**src/rtl/expr_eval_stack_if.sv**
```systemverilog
// Token and result handshake bundle for the infix expression evaluator.
// The source/consumer side uses master; the evaluator uses slave.
interface expr_eval_stack_if #(
  parameter int WIDTH = 8
);
  logic             tok_valid;
  logic             tok_ready;
  logic [1:0]       tok_kind;
  logic [WIDTH-1:0] tok_data;
  logic             res_valid;
  logic             res_ready;
  logic [WIDTH-1:0] res_data;
  logic             err_div0;
  logic             err_ovf;
  logic             err_syntax;

  modport master (
    output tok_valid, tok_kind, tok_data, res_ready,
    input  tok_ready, res_valid, res_data, err_div0, err_ovf, err_syntax
  );

  modport slave (
    input  tok_valid, tok_kind, tok_data, res_ready,
    output tok_ready, res_valid, res_data, err_div0, err_ovf, err_syntax
  );
endinterface

```
**src/rtl/expr_eval_stack.sv**
```systemverilog
// Infix expression evaluator: operand and operator stacks with precedence,
// parentheses, sticky error flags and a result handshake.
module expr_eval_stack #(
  parameter int WIDTH = 8,
  parameter int DEPTH = 8,
  localparam int CW = $clog2(DEPTH + 1)
) (
  input  logic          clk,
  input  logic          rst,
  expr_eval_stack_if.slave bus,
  output logic          busy,
  output logic [CW-1:0] opnd_cnt
);

  localparam int AW = $clog2(DEPTH);

  typedef enum logic [1:0] {
    S_ACCEPT  = 2'd0,
    S_RESOLVE = 2'd1,
    S_FLUSH   = 2'd2,
    S_DONE    = 2'd3
  } state_e;

  localparam logic [2:0] OP_ADD = 3'd0;
  localparam logic [2:0] OP_SUB = 3'd1;
  localparam logic [2:0] OP_MUL = 3'd2;
  localparam logic [2:0] OP_DIV = 3'd3;
  localparam logic [2:0] OP_LP  = 3'd4;
  localparam logic [2:0] OP_RP  = 3'd5;

  localparam logic [CW-1:0] ZERO_C = CW'(0);
  localparam logic [CW-1:0] ONE_C  = CW'(1);
  localparam logic [CW-1:0] TWO_C  = CW'(2);
  localparam logic [CW-1:0] FULL_C = CW'(DEPTH);

  state_e           state_q, state_d;
  logic [WIDTH-1:0] opnd_stk_q [DEPTH];
  logic [WIDTH-1:0] opnd_stk_d [DEPTH];
  logic [2:0]       op_stk_q [DEPTH];
  logic [2:0]       op_stk_d [DEPTH];
  logic [CW-1:0]    opnd_cnt_q, opnd_cnt_d;
  logic [CW-1:0]    op_cnt_q, op_cnt_d;
  logic [2:0]       pend_q, pend_d;
  logic [WIDTH-1:0] res_data_q, res_data_d;
  logic             err_div0_q, err_div0_d;
  logic             err_ovf_q, err_ovf_d;
  logic             err_syn_q, err_syn_d;
  logic             tok_ready_q, tok_ready_d;
  logic             res_valid_q, res_valid_d;
  logic             busy_q, busy_d;

  logic [AW-1:0]    opnd_top_idx_s, opnd_sec_idx_s, opnd_push_idx_s;
  logic [AW-1:0]    op_top_idx_s, op_push_idx_s;
  logic [WIDTH-1:0] a_s, b_s, alu_res_s;
  logic [2:0]       op_top_s;
  logic             alu_div0_s;
  logic             reduce_s, set_syn_s, set_ovf_s, err_s;

  function automatic logic is_high(input logic [2:0] op);
    return (op == OP_MUL) || (op == OP_DIV);
  endfunction

  assign opnd_top_idx_s  = AW'(opnd_cnt_q - ONE_C);
  assign opnd_sec_idx_s  = AW'(opnd_cnt_q - TWO_C);
  assign opnd_push_idx_s = AW'(opnd_cnt_q);
  assign op_top_idx_s    = AW'(op_cnt_q - ONE_C);
  assign op_push_idx_s   = AW'(op_cnt_q);
  assign a_s             = opnd_stk_q[opnd_sec_idx_s];
  assign b_s             = opnd_stk_q[opnd_top_idx_s];
  assign op_top_s        = op_stk_q[op_top_idx_s];

  // ALU for the reduce step; division by zero yields all-ones and flags it.
  always_comb begin
    alu_res_s  = {WIDTH{1'b0}};
    alu_div0_s = 1'b0;
    case (op_top_s)
      OP_ADD: alu_res_s = a_s + b_s;
      OP_SUB: alu_res_s = a_s - b_s;
      OP_MUL: alu_res_s = a_s * b_s;
      OP_DIV: begin
        if (b_s == {WIDTH{1'b0}}) begin
          alu_res_s  = {WIDTH{1'b1}};
          alu_div0_s = 1'b1;
        end else begin
          alu_res_s  = a_s / b_s;
        end
      end
      default: alu_res_s = {WIDTH{1'b0}};
    endcase
  end

  // Next-state logic: one stack action per cycle, errors force DONE.
  always_comb begin
    state_d    = state_q;
    opnd_stk_d = opnd_stk_q;
    op_stk_d   = op_stk_q;
    opnd_cnt_d = opnd_cnt_q;
    op_cnt_d   = op_cnt_q;
    pend_d     = pend_q;
    res_data_d = res_data_q;
    err_div0_d = err_div0_q;
    err_ovf_d  = err_ovf_q;
    err_syn_d  = err_syn_q;
    reduce_s   = 1'b0;
    set_syn_s  = 1'b0;
    set_ovf_s  = 1'b0;

    case (state_q)
      S_ACCEPT: begin
        if (bus.tok_valid) begin
          case (bus.tok_kind)
            2'b00: begin
              if (opnd_cnt_q == FULL_C) begin
                set_ovf_s = 1'b1;
              end else begin
                opnd_stk_d[opnd_push_idx_s] = bus.tok_data;
                opnd_cnt_d = opnd_cnt_q + ONE_C;
              end
            end
            2'b01: begin
              if (bus.tok_data[2:0] <= OP_RP) begin
                pend_d  = bus.tok_data[2:0];
                state_d = S_RESOLVE;
              end else begin
                set_syn_s = 1'b1;
              end
            end
            2'b10:   state_d = S_FLUSH;
            default: set_syn_s = 1'b1;
          endcase
        end else begin
          state_d = S_ACCEPT;
        end
      end
      S_RESOLVE: begin
        if (pend_q == OP_LP) begin
          if (op_cnt_q == FULL_C) begin
            set_ovf_s = 1'b1;
          end else begin
            op_stk_d[op_push_idx_s] = OP_LP;
            op_cnt_d = op_cnt_q + ONE_C;
            state_d  = S_ACCEPT;
          end
        end else if (pend_q == OP_RP) begin
          if (op_cnt_q == ZERO_C) begin
            set_syn_s = 1'b1;
          end else if (op_top_s == OP_LP) begin
            op_cnt_d = op_cnt_q - ONE_C;
            state_d  = S_ACCEPT;
          end else begin
            reduce_s = 1'b1;
          end
        end else if ((op_cnt_q != ZERO_C) && (op_top_s != OP_LP) &&
                     (is_high(op_top_s) || !is_high(pend_q))) begin
          // Left associativity: equal precedence on top reduces first.
          reduce_s = 1'b1;
        end else if (op_cnt_q == FULL_C) begin
          set_ovf_s = 1'b1;
        end else begin
          op_stk_d[op_push_idx_s] = pend_q;
          op_cnt_d = op_cnt_q + ONE_C;
          state_d  = S_ACCEPT;
        end
      end
      S_FLUSH: begin
        if (op_cnt_q != ZERO_C) begin
          if (op_top_s == OP_LP) begin
            set_syn_s = 1'b1;
          end else begin
            reduce_s = 1'b1;
          end
        end else if (opnd_cnt_q == ONE_C) begin
          res_data_d = b_s;
          state_d    = S_DONE;
        end else begin
          set_syn_s = 1'b1;
        end
      end
      S_DONE: begin
        if (bus.res_ready) begin
          opnd_cnt_d = ZERO_C;
          op_cnt_d   = ZERO_C;
          res_data_d = {WIDTH{1'b0}};
          err_div0_d = 1'b0;
          err_ovf_d  = 1'b0;
          err_syn_d  = 1'b0;
          state_d    = S_ACCEPT;
        end else begin
          state_d    = S_DONE;
        end
      end
      default: state_d = S_ACCEPT;
    endcase

    if (reduce_s && (opnd_cnt_q >= TWO_C)) begin
      opnd_stk_d[opnd_sec_idx_s] = alu_res_s;
      opnd_cnt_d = opnd_cnt_q - ONE_C;
      op_cnt_d   = op_cnt_q - ONE_C;
      err_div0_d = err_div0_q | alu_div0_s;
    end else begin
      set_syn_s  = set_syn_s | reduce_s;
    end

    err_s       = set_ovf_s | set_syn_s;
    err_ovf_d   = err_ovf_d | set_ovf_s;
    err_syn_d   = err_syn_d | set_syn_s;
    res_data_d  = err_s ? {WIDTH{1'b0}} : res_data_d;
    state_d     = err_s ? S_DONE : state_d;

    tok_ready_d = (state_d == S_ACCEPT);
    res_valid_d = (state_d == S_DONE);
    busy_d      = (state_d == S_RESOLVE) || (state_d == S_FLUSH);
  end

  // State, stacks and registered outputs.
  always_ff @(posedge clk or negedge rst) begin
    if (!rst) begin
      state_q     <= S_ACCEPT;
      opnd_stk_q  <= '{default: {WIDTH{1'b0}}};
      op_stk_q    <= '{default: 3'd0};
      opnd_cnt_q  <= ZERO_C;
      op_cnt_q    <= ZERO_C;
      pend_q      <= 3'd0;
      res_data_q  <= {WIDTH{1'b0}};
      err_div0_q  <= 1'b0;
      err_ovf_q   <= 1'b0;
      err_syn_q   <= 1'b0;
      tok_ready_q <= 1'b1;
      res_valid_q <= 1'b0;
      busy_q      <= 1'b0;
    end else begin
      state_q     <= state_d;
      opnd_stk_q  <= opnd_stk_d;
      op_stk_q    <= op_stk_d;
      opnd_cnt_q  <= opnd_cnt_d;
      op_cnt_q    <= op_cnt_d;
      pend_q      <= pend_d;
      res_data_q  <= res_data_d;
      err_div0_q  <= err_div0_d;
      err_ovf_q   <= err_ovf_d;
      err_syn_q   <= err_syn_d;
      tok_ready_q <= tok_ready_d;
      res_valid_q <= res_valid_d;
      busy_q      <= busy_d;
    end
  end

  assign bus.tok_ready  = tok_ready_q;
  assign bus.res_valid  = res_valid_q;
  assign bus.res_data   = res_data_q;
  assign bus.err_div0   = err_div0_q;
  assign bus.err_ovf    = err_ovf_q;
  assign bus.err_syntax = err_syn_q;
  assign busy           = busy_q;
  assign opnd_cnt       = opnd_cnt_q;

endmodule

```
**src/flat_wrapper.sv**
```systemverilog
// flat-port wrapper written by rule: the top's interface ports become plain ports
module expr_eval_stack_flat 
#(
  parameter int WIDTH = 8,
  parameter int DEPTH = 8,
  localparam int CW = $clog2(DEPTH + 1)
)
  (clk, rst, busy, opnd_cnt, bus_tok_valid, bus_tok_kind, bus_tok_data, bus_res_ready, bus_tok_ready, bus_res_valid, bus_res_data, bus_err_div0, bus_err_ovf, bus_err_syntax);
  expr_eval_stack_if #(.WIDTH(WIDTH)) bus_i ();
  input  logic clk;
  input  logic rst;
  output logic busy;
  output logic [CW-1:0] opnd_cnt;
  input wire logic [$bits(bus_i.tok_valid)-1:0] bus_tok_valid;
  input wire logic [$bits(bus_i.tok_kind)-1:0] bus_tok_kind;
  input wire logic [$bits(bus_i.tok_data)-1:0] bus_tok_data;
  input wire logic [$bits(bus_i.res_ready)-1:0] bus_res_ready;
  output wire logic [$bits(bus_i.tok_ready)-1:0] bus_tok_ready;
  output wire logic [$bits(bus_i.res_valid)-1:0] bus_res_valid;
  output wire logic [$bits(bus_i.res_data)-1:0] bus_res_data;
  output wire logic [$bits(bus_i.err_div0)-1:0] bus_err_div0;
  output wire logic [$bits(bus_i.err_ovf)-1:0] bus_err_ovf;
  output wire logic [$bits(bus_i.err_syntax)-1:0] bus_err_syntax;
  assign bus_i.tok_valid = bus_tok_valid;
  assign bus_i.tok_kind = bus_tok_kind;
  assign bus_i.tok_data = bus_tok_data;
  assign bus_i.res_ready = bus_res_ready;
  assign bus_tok_ready = bus_i.tok_ready;
  assign bus_res_valid = bus_i.res_valid;
  assign bus_res_data = bus_i.res_data;
  assign bus_err_div0 = bus_i.err_div0;
  assign bus_err_ovf = bus_i.err_ovf;
  assign bus_err_syntax = bus_i.err_syntax;
  expr_eval_stack #(.WIDTH(WIDTH), .DEPTH(DEPTH)) u_core (.clk(clk), .rst(rst), .bus(bus_i), .busy(busy), .opnd_cnt(opnd_cnt));
endmodule
```
**config.mk**
```make
export PLATFORM = sky130hd
export DESIGN_NAME = expr_eval_stack_flat
export DESIGN_NICKNAME = d
export VERILOG_FILES = /design/src/rtl/expr_eval_stack_if.sv /design/src/rtl/expr_eval_stack.sv /design/src/flat_wrapper.sv
export SDC_FILE = /design/constraint.sdc
export NUM_CORES = 1
export LEC_CHECK = 0
export ABC_AREA = 1
export CORE_MARGIN = 2
export CORE_UTILIZATION = 57
export CTS_CLUSTER_DIAMETER = 120
export DETAILED_ROUTE_END_ITERATION = 7
export PLACE_DENSITY_LB_ADDON = 0.3
export SLEW_MARGIN = 5
export SYNTH_ARGS = -nofsm -noshare
export SYNTH_HDL_FRONTEND = slang
export SYNTH_SLANG_ARGS = --single-unit
```
**constraint.sdc**
```tcl
create_clock -name clk -period 13.8 [get_ports clk]
set_input_delay 2.76 -clock clk [delete_from_list [all_inputs] [get_ports clk]]
set_output_delay 2.76 -clock clk [all_outputs]
set_load 0.005 [all_outputs]
```
==> impl_metrics.env <==
export IMPL_run_status="completed"
export IMPL_cpPeakStageDelay_ns=0.61
export IMPL_syn_avg_cell_area_um2=6.66
export IMPL_clk_latency_ns=0.43
export IMPL_vias=10900
export IMPL_finalHoldViolCount=0
export IMPL_cts_setup_buffers=0
export IMPL_worst_pin_slew_ns=1.02
export IMPL_yosysSeqAreaShare_pct=26.7
export IMPL_grt_pass1_vias=9781
export IMPL_fmax_mhz=81.0
export IMPL_crit_slowest_cell="dfrtp_1"
export IMPL_cts_buffers=17
export IMPL_worst_ep_required_time_ns=14.09
export IMPL_dieArea_um2=20100
export IMPL_hp_class="reg2reg"
export IMPL_syn_num_nets=1732
export IMPL_r2r_cells=76
export IMPL_clk_pin_slew_worst_paths_ns=0.05
export IMPL_rsz0062_at_grt="false"
export IMPL_cp_common_cell="nand2_1"
export IMPL_final_util_pct=63.0
export IMPL_yosysWarnings=0
export IMPL_min_delay_start="u_core.bus.err_ovf$_DFF_PN0_"
export IMPL_skew_ns=0.0112
export IMPL_start_kind="flop"
export IMPL_post_route_drc_count=0
export IMPL_setup_tns_final_ns=0
export IMPL_synth_seq_cells=115
export IMPL_antenna_left=0
export IMPL_antenna_found_initial=0
export IMPL_cts_tree="yes"
export IMPL_diodes=0
export IMPL_hold_path_cell_count=2
export IMPL_synth_edf_count=0
export IMPL_core_area_um2=18600
export IMPL_report_final_setup_viol=0
export IMPL_post_dp_cell_area_um2=11200
export IMPL_root_buffer="clkbuf_16"
export IMPL_syn_cell_area_um2=10800
export IMPL_area_delta_synth_final_pct=8.78
export IMPL_crit_fanout=14
export IMPL_cts_max_level=4
export IMPL_reg2reg_to="u_core.opnd_stk_q[32]$_DFF_PN0_"
export IMPL_wire_per_inst_um=16.7
export IMPL_placement_io_buffers=31
export IMPL_ys_types=48
export IMPL_rows=50
export IMPL_grt_max_degree=90
export IMPL_dpl_hpwl_um=22500
export IMPL_synth_async_reset_ratio_pct=100
export IMPL_critPathKind="reg2reg"
export IMPL_die_x_um=142
export IMPL_synthCells=1620
export IMPL_final_period_utilization_pct=89.4
export IMPL_io_pins=32
export IMPL_r2r_slack_ns=1.46
export IMPL_initial_utilization_pct=57.9
export IMPL_die_h_um=142
export IMPL_design_area_um2=11700
export IMPL_finalNetCount=1742
export IMPL_relSlewSlack_pct=31.9
export IMPL_maxCapViolCount=0
export IMPL_clkSinkCount=115
export IMPL_min_period_ns=12.34
export IMPL_layout_commonest_cell="nand2_1"
export IMPL_grt_pass1_wl_um=50000
export IMPL_firstDrtPassIters=7
export IMPL_grt_use_total_pct=31.4
export IMPL_maxSlewViolCount=0
export IMPL_drive_gt1_share_pct=5.36
export IMPL_drt_first_iter_violations=1087
export IMPL_whs_endpoint="u_core.bus.err_ovf$_DFF_PN0_"
export IMPL_wirelength_um=31300
export IMPL_r2r_start="u_core.opnd_cnt[2]$_DFFE_PN0P_"
export IMPL_gp_congestion=0.951
export IMPL_grt_ovfl_total=0
export IMPL_startpoint="u_core.opnd_cnt[2]$_DFFE_PN0P_"
export IMPL_postCtsHoldBufs=0
export IMPL_clockBufferDepth=2
export IMPL_cp_arrival_ns=12.63
export IMPL_ys_flop_type="dfrtp_1"
export IMPL_via_per_inst=5.80
export IMPL_ctsResizeCount=0
export IMPL_mostFrequentLayoutCells="nand2_1, o21ai_0, inv_1"
export IMPL_cp_end_kind="flop"
==> synthesized netlist by cell type, types with 13 or more instances <==
cell type | n | area share, %
inv_1 | 210 | 7.3
a21oi_1 | 57 | 2.6
o21ai_0 | 228 | 11
o211ai_1 | 25 | 1.7
dfrtp_1 | 114 | 26
xor2_1 | 22 | 1.8
o21ai_1 | 15 | 0.70
fa_1 | 13 | 2.4
nand2_1 | 459 | 16
nand3_1 | 97 | 4.5
nor2_1 | 106 | 3.7
buf_2 | 26 | 1.2
ha_1 | 85 | 9.9
==> worst max-delay path, delay by kind of cell, from the launching register on <==
family	cells	cell delay [ns]
AO/OA/AOI/OAI	25	3.95
adder cells (fa/ha/maj)	9	3.02
buffers and inverters	7	0.97
flip-flops	1	0.61
AND/OR/NAND/NOR	35	3.60
==> stage by stage <==
stage | worst slack, ns | hold slack, ns | instances
after CTS | 1.71 | 0.488 | 1875
after floorplan | 2.51 | 0.464 | 1620
final | 1.46 | 0.487 | 1875
after global routing | 0.218 | 0.502 | 1875
after global placement | 2.38 | 0.469 | 1845
after detailed placement | 1.74 | 0.464 | 1845
==> layer usage <==
layer | track usage (%) | vias up | wire [um]
met2 | 49.5 | 510 | 14100
met5 | 0 | - | 0
met4 | 10.8 | 0 | 762
li1 | - | 5299 | -
met3 | 5.03 | 71 | 2780
met1 | 44.2 | 5003 | 13600
==> worst max path at each step <==
stage	cells after the start	slack [ns]	end
finish	76	1.46	u_core.opnd_stk_q[32]$_DFF_PN0_
global route	81	0.22	u_core.opnd_stk_q[24]$_DFF_PN0_
CTS	79	1.71	u_core.opnd_stk_q[32]$_DFF_PN0_
detailed placement	79	1.74	u_core.opnd_stk_q[24]$_DFF_PN0_
global placement	76	2.38	u_core.opnd_stk_q[56]$_DFF_PN0_
floorplan	84	2.51	u_core.opnd_stk_q[24]$_DFF_PN0_
==> flip-flops by register name (all words and copies together), names as in the netlist <==
signal / cells
u_core.op_cnt_q: 4
u_core.pend_q: 3
u_core.op_stk_q: 24
u_core.opnd_cnt: 4
u_core.bus.err_ovf: 1
u_core.state_q: 2
u_core.bus.tok_ready: 1
u_core.opnd_stk_q: 64
u_core.bus.err_div0: 1
u_core.bus.res_data: 8
u_core.bus.res_valid: 1
u_core.busy: 1
u_core.bus.err_syntax: 1
==> area by class of cell <==
type	count	area, um^2
fillers	1670	6900
well taps	234	293
clock buffers	20	457
clock inverters	10	110
multi-input cells	1231	6800
inverters	228	856
flip-flops and latches	115	2880
repair buffers	37	353
==> kinds of logic after synthesis <==
logic type	Yosys count	share of synthesized area (%)
simple gates	713	27.6
compound gates	384	20.0
buf+inv	274	10.4
flops	115	26.7
fa+ha+maj	98	12.3
xor+xnor	36	3.06
Power is not shown: default switching activity piles up to over one toggle a cycle in this logic, so the estimate is an artifact.
